### src/rtl/cdr_ctrl_pkg.sv
// Shared types and default gain settings for the CDR loop-filter controller.
package cdr_ctrl_pkg;

    localparam int GAIN_W = 8;

    typedef enum logic [2:0] {
        ST_IDLE  = 3'd0,
        ST_CLEAR = 3'd1,
        ST_ACQ   = 3'd2,
        ST_TRACK = 3'd3,
        ST_LOCK  = 3'd4
    } cdr_state_e;

    localparam logic [GAIN_W-1:0] DEF_FRUG_ACQ = 8'd8;
    localparam logic [GAIN_W-1:0] DEF_PHUG_ACQ = 8'd16;
    localparam logic [GAIN_W-1:0] DEF_FRUG_TRK = 8'd2;
    localparam logic [GAIN_W-1:0] DEF_PHUG_TRK = 8'd4;

    // States in which the phase-detector stream is being observed.
    function automatic logic in_window(input cdr_state_e s);
        return (s == ST_ACQ) || (s == ST_TRACK) || (s == ST_LOCK);
    endfunction

endpackage

### src/rtl/cdr_win_monitor.sv
// Fixed-length window observer of the Up/Dn stream; flags window end and
// classifies the closing window's net count as quiet and/or loud.
module cdr_win_monitor #(
    parameter int WIN_LEN    = 256,
    parameter int LOCK_THR   = 8,
    parameter int UNLOCK_THR = 32
) (
    input  logic clk,
    input  logic rst,
    input  logic i_run,
    input  logic i_clr,
    input  logic i_up,
    input  logic i_dn,
    output logic o_win_end,
    output logic o_quiet,
    output logic o_loud
);

    localparam int CW = $clog2(WIN_LEN);
    localparam int NW = CW + 2;
    localparam logic [NW-1:0] LOCK_T   = NW'(LOCK_THR);
    localparam logic [NW-1:0] UNLOCK_T = NW'(UNLOCK_THR);

    logic [CW-1:0]        r_cnt;
    logic signed [NW-1:0] r_net;
    logic signed [NW-1:0] w_step;
    logic signed [NW-1:0] w_net_nxt;
    logic [NW-1:0]        w_mag;

    always_comb begin
        w_step = '0;
        if (i_up && !i_dn) begin
            w_step = NW'(1);
        end else if (i_dn && !i_up) begin
            w_step = '1;
        end
    end

    // Classification uses the net including the current cycle's pulse.
    assign w_net_nxt = r_net + w_step;
    assign w_mag     = w_net_nxt[NW-1] ? -w_net_nxt : w_net_nxt;
    assign o_win_end = i_run && (r_cnt == CW'(WIN_LEN - 1));
    assign o_quiet   = (w_mag <= LOCK_T);
    assign o_loud    = (w_mag > UNLOCK_T);

    always_ff @(posedge clk or posedge rst) begin
        if (rst) begin
            r_cnt <= '0;
            r_net <= '0;
        end else if (i_clr || o_win_end) begin
            r_cnt <= '0;
            r_net <= '0;
        end else begin
            r_cnt <= r_cnt + CW'(1);
            r_net <= w_net_nxt;
        end
    end

endmodule

### src/rtl/cdr_loop_ctrl.sv
// Acquisition/tracking sequencer for the CDR loop filter: drives gains,
// integrator clear and lock status from windowed phase-detector activity.
module cdr_loop_ctrl
    import cdr_ctrl_pkg::*;
#(
    parameter int WIN_LEN    = 256,
    parameter int LOCK_THR   = 8,
    parameter int UNLOCK_THR = 32,
    parameter int ACQ_WINS   = 4,
    parameter int LOCK_WINS  = 8,
    parameter int HOLD_CYC   = 16,
    parameter logic [GAIN_W-1:0] FRUG_ACQ = DEF_FRUG_ACQ,
    parameter logic [GAIN_W-1:0] PHUG_ACQ = DEF_PHUG_ACQ,
    parameter logic [GAIN_W-1:0] FRUG_TRK = DEF_FRUG_TRK,
    parameter logic [GAIN_W-1:0] PHUG_TRK = DEF_PHUG_TRK
) (
    input  logic              clk,
    input  logic              rst,
    input  logic              en,
    input  logic              up,
    input  logic              dn,
    output logic [GAIN_W-1:0] frug,
    output logic [GAIN_W-1:0] phug,
    output logic              lf_clr,
    output logic              locked,
    output logic              lock_lost,
    output logic [2:0]        state
);

    localparam int MAXW = (ACQ_WINS > LOCK_WINS) ? ACQ_WINS : LOCK_WINS;
    localparam int QW   = $clog2(MAXW + 1);
    localparam int HW   = $clog2(HOLD_CYC + 1);

    cdr_state_e        r_state;
    cdr_state_e        w_next;
    logic [QW-1:0]     r_qcnt;
    logic [QW-1:0]     w_qcnt_inc;
    logic [HW-1:0]     r_hold;
    logic [GAIN_W-1:0] r_frug;
    logic [GAIN_W-1:0] r_phug;
    logic              r_lf_clr;
    logic              r_locked;
    logic              r_lock_lost;
    logic              w_win_end;
    logic              w_quiet;
    logic              w_loud;
    logic              w_chg;
    logic              w_win_clr;
    logic              w_trk_gain;

    cdr_win_monitor #(
        .WIN_LEN    (WIN_LEN),
        .LOCK_THR   (LOCK_THR),
        .UNLOCK_THR (UNLOCK_THR)
    ) u_win (
        .clk       (clk),
        .rst       (rst),
        .i_run     (in_window(r_state)),
        .i_clr     (w_win_clr),
        .i_up      (up),
        .i_dn      (dn),
        .o_win_end (w_win_end),
        .o_quiet   (w_quiet),
        .o_loud    (w_loud)
    );

    assign w_qcnt_inc = r_qcnt + QW'(1);

    always_comb begin
        w_next = r_state;
        unique case (r_state)
            ST_IDLE: begin
                if (en) w_next = ST_CLEAR;
            end
            ST_CLEAR: begin
                if (r_hold == HW'(HOLD_CYC - 1)) w_next = ST_ACQ;
            end
            ST_ACQ: begin
                if (w_win_end && w_quiet && (w_qcnt_inc == QW'(ACQ_WINS))) w_next = ST_TRACK;
            end
            ST_TRACK: begin
                if (w_win_end) begin
                    if (w_loud) begin
                        w_next = ST_ACQ;
                    end else if (w_quiet && (w_qcnt_inc == QW'(LOCK_WINS))) begin
                        w_next = ST_LOCK;
                    end
                end
            end
            ST_LOCK: begin
                if (w_win_end && w_loud) w_next = ST_ACQ;
            end
            default: w_next = ST_IDLE;
        endcase
        // Dropping the run request overrides every other transition.
        if (!en) w_next = ST_IDLE;
    end

    assign w_chg      = (w_next != r_state);
    assign w_win_clr  = w_chg || !in_window(r_state);
    assign w_trk_gain = (w_next == ST_TRACK) || (w_next == ST_LOCK);

    always_ff @(posedge clk or posedge rst) begin
        if (rst) begin
            r_state     <= ST_IDLE;
            r_qcnt      <= '0;
            r_hold      <= '0;
            r_frug      <= FRUG_ACQ;
            r_phug      <= PHUG_ACQ;
            r_lf_clr    <= 1'b1;
            r_locked    <= 1'b0;
            r_lock_lost <= 1'b0;
        end else begin
            r_state <= w_next;
            r_hold  <= (r_state == ST_CLEAR && !w_chg) ? r_hold + HW'(1) : '0;
            if (w_chg) begin
                r_qcnt <= '0;
            end else if (w_win_end && (r_state == ST_ACQ || r_state == ST_TRACK)) begin
                r_qcnt <= w_quiet ? w_qcnt_inc : '0;
            end
            // Outputs follow the next state so they change on the same edge.
            r_frug      <= w_trk_gain ? FRUG_TRK : FRUG_ACQ;
            r_phug      <= w_trk_gain ? PHUG_TRK : PHUG_ACQ;
            r_lf_clr    <= (w_next == ST_IDLE) || (w_next == ST_CLEAR);
            r_locked    <= (w_next == ST_LOCK);
            r_lock_lost <= (r_state == ST_LOCK) && (w_next == ST_ACQ);
        end
    end

    assign frug      = r_frug;
    assign phug      = r_phug;
    assign lf_clr    = r_lf_clr;
    assign locked    = r_locked;
    assign lock_lost = r_lock_lost;
    assign state     = r_state;

endmodule

### config.mk
export PLATFORM = sky130hd
export DESIGN_NAME = cdr_loop_ctrl
export DESIGN_NICKNAME = d
export VERILOG_FILES = /design/src/rtl/cdr_ctrl_pkg.sv /design/src/rtl/cdr_win_monitor.sv /design/src/rtl/cdr_loop_ctrl.sv
export SDC_FILE = /design/constraint.sdc
export NUM_CORES = 1
export LEC_CHECK = 0
export CAP_MARGIN = 20
export CORE_ASPECT_RATIO = 0.7
export CORE_MARGIN = 2
export CORE_UTILIZATION = 58
export DETAILED_ROUTE_END_ITERATION = 6
export PLACE_DENSITY = 0.81
export SYNTH_ARGS = -nofsm -noshare
export SYNTH_HDL_FRONTEND = slang
export SYNTH_SLANG_ARGS = --single-unit
### constraint.sdc
create_clock -name clk -period 5.4 [get_ports clk]
set_input_delay 1.08 -clock clk [delete_from_list [all_inputs] [get_ports clk]]
set_output_delay 1.08 -clock clk [all_outputs]
set_load 0.01 [all_outputs]
==> flow_summary.ini, run 1 <==
[run_status]
status = finished clean

[power_and_ir_drop]
power_frac_seq_pct = 44.7
cellPowerDensity_nw_per_um2 = 207
pwr-share-comb_pct = 13.5
internal_power_uw = 441
p_sw_uw = 151
p_leak_uw = 0.00127
pwr-share-clk_pct = 41.7
vdd_drop_max_v = 0.000149
sw_frac_of_total_pct = 25.6

[floorplan]
start_util_pct = 60.6
die_height_um = 60.6
die_x_um = 84.9
row_count = 20
io_pins = 27
coreArea_um2 = 4380
fp.dieArea_um2 = 5140

[drt]
drc_errors = 0
wl_met2_um = 2470
via_per_inst = 5.95
highest_layer = met4
route.met3.wl_um = 290
firstDrtPassIters = 5
detail-route-antenna-nets = 0
finalWirelength_um = 5620
drt_iter0_markers = 162
dr_total_vias = 2213
wire_per_inst_um = 15.1
wl_met1_um = 2780

[clocking]
clockBufferDepth = 2
cts_tree = built
post_cts_buffers = 0
ctsResizeCount = 0
ctsHtreeMaxLevel = 2
cts_buffers = 5
clock-root-buffer = clkbuf_8
clk_latency_ps = 290
clkTransAtPathRegs_ps = 70
cts.sinks = 35
cts_hold_buf = 0

[sta]
fin_crit_sh_pct = 94.0
slew_viol_final = 0
rsz0062_at_grt = no
worst_pin_slew_ps = 656
hold_viol_final = 0
finalClockSkew_ps = 5.16
min_period_ps = 5080
max_clock_freq_mhz = 197
setup-violations-final = 0
slew_headroom_pct = 55.9
tns_ps = 0
whs_ps = 459

[logic_synthesis]
ys_seq_elements = 35
synth_top_flop_cell = dfrtp_1
synth.yosys.seq_area_share_pct = 33.1
synthCells = 308
syn_area_um2 = 2660
async_flop_share_pct = 100
synth-edff-count = 0
ys_warn_count = 0
syn_area_per_cell_um2 = 8.62
synth_cell_types = 63

[run]
drv_cap = 0

[worst_hold_path]
hp-class = flip-flop to flip-flop
whs_path_depth = 1
min_from = r_hold[0]

[global_routing]
grtUsageTotal_pct = 24.0
grt_pass1_vias = 2038
grt_pass1_wl_um = 9540
gr-total-overflow = 0
grt_max_degree = 36
antenna_found_initial = 0

[final_layout]
drive_above_1_share_pct = 8.83
syn_to_final_growth_pct = 7.87
n_fill_cell = 358
multi_input_area_um2 = 1580
register_area_um2 = 878
nets = 331
antenna_cells = 0

[place]
gp_congestion = 0.993
dpl.hpwl_um = 4100
io_buffers = 14

[setup_path]
reg2reg_depth = 12
end_kind = flip-flop
startpoint = up
crit_arrival_ps = 5300
worstSetupPathType = primary input to flip-flop
required_ps = 5620
critPathMaxFanout = 7
critPathLaunchType = primary input
rr_startpoint = u_win.r_net[0]
synth_stat cells, drive strengths merged, types with 7 or more instances:
cell type	n	share of area [%]
and3	8	1.9
nand2	29	4.1
inv	11	1.6
nand4	7	1.6
clkbuf	7	0.99
nand3	15	3.3
xnor2	12	4.0
dfrtp	33	31
xor2	11	3.6
nor3	7	1.3
o21ai	14	3.1
a21oi	10	2.0
nor2	34	4.8
ha	10	4.7
buf	22	6.4
state kept, by name (all words and copies together) (netlist names), 2 cells and up:
name	cells
phug	2
state	3
r_hold	5
u_win.r_cnt	8
r_qcnt	4
u_win.r_net	10
stage by stage:
| step | instance area, µm² | util (%) | power [µW] | cells | worst slack [ps] |
|---|---|---|---|---|---|
| floorplan | 2700 | - | 336 | 319 | 896 |
| global placement | 2750 | 62.7 | 345 | 364 | 294 |
| detailed placement | 2750 | 62.7 | 348 | 364 | 45.0 |
| CTS | 2860 | 65.4 | 592 | 372 | 337 |
| global route | 2860 | 65.4 | 612 | 372 | 42.3 |
| finish | 2860 | 65.4 | 592 | 372 | 321 |
cells in the final DEF, fill, tap and decap left out, types with 4 or more instances in the layout:
cell / count
clkdlybuf4s50_1: 14
xor2_1: 11
nand2_1: 29
nand3_1: 14
and4_1: 6
o21ai_0: 12
dfrtp_1: 33
nor2_1: 34
inv_1: 11
nor3_1: 7
clkbuf_8: 6
and3_1: 8
nand4_1: 7
a21o_1: 4
conb_1: 12
nand4b_1: 4
nand2b_1: 4
and2_1: 4
buf_4: 5
xnor2_1: 12
nor2b_1: 6
ha_1: 10
a21oi_1: 9
power by group through the flow:
| stage | registers, µW | clock network (µW) | logic, µW |
|---|---|---|---|
| global placement | 270 | 0 | 75.0 |
| CTS | 265 | 248 | 79.0 |
| finish | 265 | 247 | 80.1 |
| global route | 265 | 259 | 88.6 |
| floorplan | 269 | 0 | 66.9 |
| detailed placement | 270 | 0 | 78.0 |
worst max-delay path, cell delays in order:
cell and delay (ps):
clkdlybuf4s50_1 450, inv_1 50, ha_1 270, inv_1 40, ha_1 250, a211o_1 330
and3_1 190, or4_1 510, a21oi_2 280, mux2_2 370, o32a_1 310, a211oi_2 210
nand2_1 210, o21ai_0 280, nand4b_1 270, nor2_1 170
final cells by class:
cell class	instances	area share, %
Multi-Input combinational cell	244	55.2
Timing Repair Buffer	19	6.20
Inverter	11	1.44
Tap cell	55	2.40
Clock buffer	6	2.88
Sequential cell	35	30.7
Clock inverter	2	1.22
logic make-up after synthesis:
logic type	Yosys count	share of synthesized area (%)
buffers and inverters	40	8.95
flip-flops	35	33.1
multiplexers	2	0.801
adder cells (fa/ha/maj)	10	4.71
other	1	0.141
AO/OA/AOI/OAI	59	16.6
XOR/XNOR	23	7.59
AND/OR/NAND/NOR	138	28.1
worst paths after layout:
kind                             endpoint  slack (ps)
max                             r_hold[4]         320
min                             r_hold[0]         460
max reg2reg                     r_hold[4]        1530
min reg2reg                     r_hold[0]         460
max in group asynchronous         phug[4]        3870
min in group asynchronous  u_win.r_cnt[3]        1180
layer usage:
metal | up-vias | global-route usage [%]
met5 | - | 0
met4 | 0 | 9.07
met3 | 12 | 5.31
met2 | 72 | 36.7
met1 | 1039 | 34.0
li1 | 1090 | -
Note: power is estimated with default switching activity, not from simulation.
==> inputs of run 2 (changes only) <==
--- a/config.mk
+++ b/config.mk
@@ -8,9 +8,11 @@
 export CAP_MARGIN = 20
 export CORE_ASPECT_RATIO = 0.7
 export CORE_MARGIN = 2
-export CORE_UTILIZATION = 58
+export CORE_UTILIZATION = 57
 export DETAILED_ROUTE_END_ITERATION = 6
-export PLACE_DENSITY = 0.81
+export MAX_ROUTING_LAYER = met4
+export PLACE_DENSITY = 0.8
 export SYNTH_ARGS = -nofsm -noshare
 export SYNTH_HDL_FRONTEND = slang
 export SYNTH_SLANG_ARGS = --single-unit
+export TNS_END_PERCENT = 10
==> constraint.sdc (replaced) <==
create_clock -name clk -period 5.2 [get_ports clk]
set_input_delay 1.04 -clock clk [delete_from_list [all_inputs] [get_ports clk]]
set_output_delay 1.04 -clock clk [all_outputs]
set_load 0.01 [all_outputs]
==> run 2 against run 1 <==
Compared with the run above:
- count of clock-buffer cells in the layout did not move
- highest routed layer unchanged
- non-clock buffer count grew 4
- first-iteration DRC count rose by 14%
- worst setup slack worse by 11 ps
- global-route usage increased by 0.14 points
- hold slack better by 1.5 ps
- flip-flop and latch count unchanged
- sequential share of layout area unchanged
==> flow_summary.ini, run 2 (synthesis results as in run 1) <==
[clocking]
clkTransAtPathRegs_ps = 70
cts_hold_buf = 0
clock-root-buffer = clkbuf_8
ctsResizeCount = 0
clockBufferDepth = 2
cts_buffers = 5
cts_tree = built
cts.sinks = 35
post_cts_buffers = 0
clk_latency_ps = 290
ctsHtreeMaxLevel = 2

[final_layout]
n_fill_cell = 372
utilization_pct = 65.0
nets = 335
finish.instance_area_um2 = 2860
syn_to_final_growth_pct = 7.87
mostFrequentLayoutCell = nor2_1
largest_reg_flops = 10
top_register = u_win.r_net
top_regs = u_win.r_net: 10 flops, u_win.r_cnt: 8 flops, r_hold: 5 flops
drive_above_1_share_pct = 9.69
antenna_cells = 0
layout_common_cells = nor2_1 (34), dfrtp_1 (33), nand2_1 (29), nand3_1 (14), clkdlybuf4s50_1 (14)

[power_and_ir_drop]
internal_power_uw = 409
pwr-share-clk_pct = 35.7
power_frac_seq_pct = 49.2
pwr-share-comb_pct = 15.1
cellPowerDensity_nw_per_um2 = 195
p_leak_uw = 0.00127
p_sw_uw = 150
sw_frac_of_total_pct = 26.8
vdd_drop_max_v = 0.000171

[setup_path]
reg2reg_depth = 12
end_kind = flip-flop
worstSetupPathType = primary input to flip-flop
crit_arrival_ps = 5110
required_ps = 5420
critPathLaunchType = primary input
critPathMaxFanout = 7

[global_routing]
antenna_found_initial = 0
grt_pass1_vias = 2002
gr-total-overflow = 0
grt_pass1_wl_um = 9480
grtUsageTotal_pct = 24.1
grt_max_degree = 36

[sta]
rsz0062_at_grt = no
tns_ps = 0
fin_crit_sh_pct = 94.0
worst_pin_slew_ps = 516
max_clock_freq_mhz = 205
slew_headroom_pct = 65.2
setup-violations-final = 0
slew_viol_final = 0
min_period_ps = 4890
worst_slack_ps = 310
hold_viol_final = 0
finalClockSkew_ps = 4.98

[drt]
detail-route-antenna-nets = 0
drt_iter0_markers = 185
firstDrtPassIters = 5
via_per_inst = 5.94
drc_errors = 0
dr_total_vias = 2228
wire_per_inst_um = 14.4
finalWirelength_um = 5390

[run]
drv_cap = 0

[floorplan]
io_pins = 27
die_x_um = 85.6
start_util_pct = 60.3
die_height_um = 61.1
coreArea_um2 = 4400
fp.dieArea_um2 = 5230
row_count = 20

[place]
pre_cts_ws_ps = 86.5
io_buffers = 14
dpl.hpwl_um = 4000
gp_congestion = 1.07
place_area_um2 = 2780

[worst_hold_path]
whs_path_depth = 1
hp-class = flip-flop to flip-flop

[run_status]
status = finished clean
## run 2: cell count changes in the layout (fill, tap and decap cells not counted), sizes merged
cell and delta:
bufinv -1, buf +4
## run 2: cell type report
class | instances | area (µm²) | share of cell area, %
timing repair buffer | 23 | 208 | 7.25
clock buffer | 6 | 82.6 | 2.88
multi-input combinational | 244 | 1580 | 55.2
inverter | 11 | 41.3 | 1.44
sequential | 35 | 878 | 30.7
clock inverter | 1 | 5.00 | 0.175
tap | 55 | 68.8 | 2.40
## run 2: worst paths after layout
path,from,end,slack [ps]
worst max-delay path,up,r_hold[4],310
worst min-delay path,r_hold[0],r_hold[0],460
worst max register to register,u_win.r_net[0],r_hold[4],1480
worst min register to register,r_hold[0],r_hold[0],460
max in group asynchronous,rst,phug[4],3710
min in group asynchronous,rst,u_win.r_cnt[3],1140
## run 2: per-stage QoR
stage                     instances  total power (µW)  hold slack [ps]
after CTS                       375               563              462
after floorplan                 319               349              433
after global placement          368               362              448
after detailed placement        368               363              453
after global routing            375               589              488
final                           375               559              460
## run 2: power by group through the flow
stage / clock network [µW] / logic [µW] / registers, µW
after global routing: 219 / 94.5 / 275
after detailed placement: 0 / 83.0 / 280
final: 200 / 84.6 / 275
after floorplan: 0 / 69.5 / 279
after global placement: 0 / 81.5 / 280
after CTS: 204 / 83.4 / 275
## run 2: worst max-delay path, stage by stage
cell and delay (ps):
clkdlybuf4s50_1 460, inv_1 50, ha_1 270, inv_1 40
ha_1 240, a211o_1 300, and3_1 190, or4_1 520
a21oi_2 210, mux2_2 350, o32a_1 310, a211oi_2 190
nand2_1 200, o21ai_0 270, nand4b_1 270, nor2_1 180
## run 2: metal layers
| metal | up-vias | wire, µm | global-route usage (%) |
|---|---|---|---|
| met3 | 5 | 339 | 6.57 |
| met4 | 0 | 45 | 6.12 |
| met1 | 1049 | 2790 | 35.0 |
| li1 | 1098 | - | - |
| met5 | - | 0 | - |
| met2 | 76 | 2210 | 33.3 |
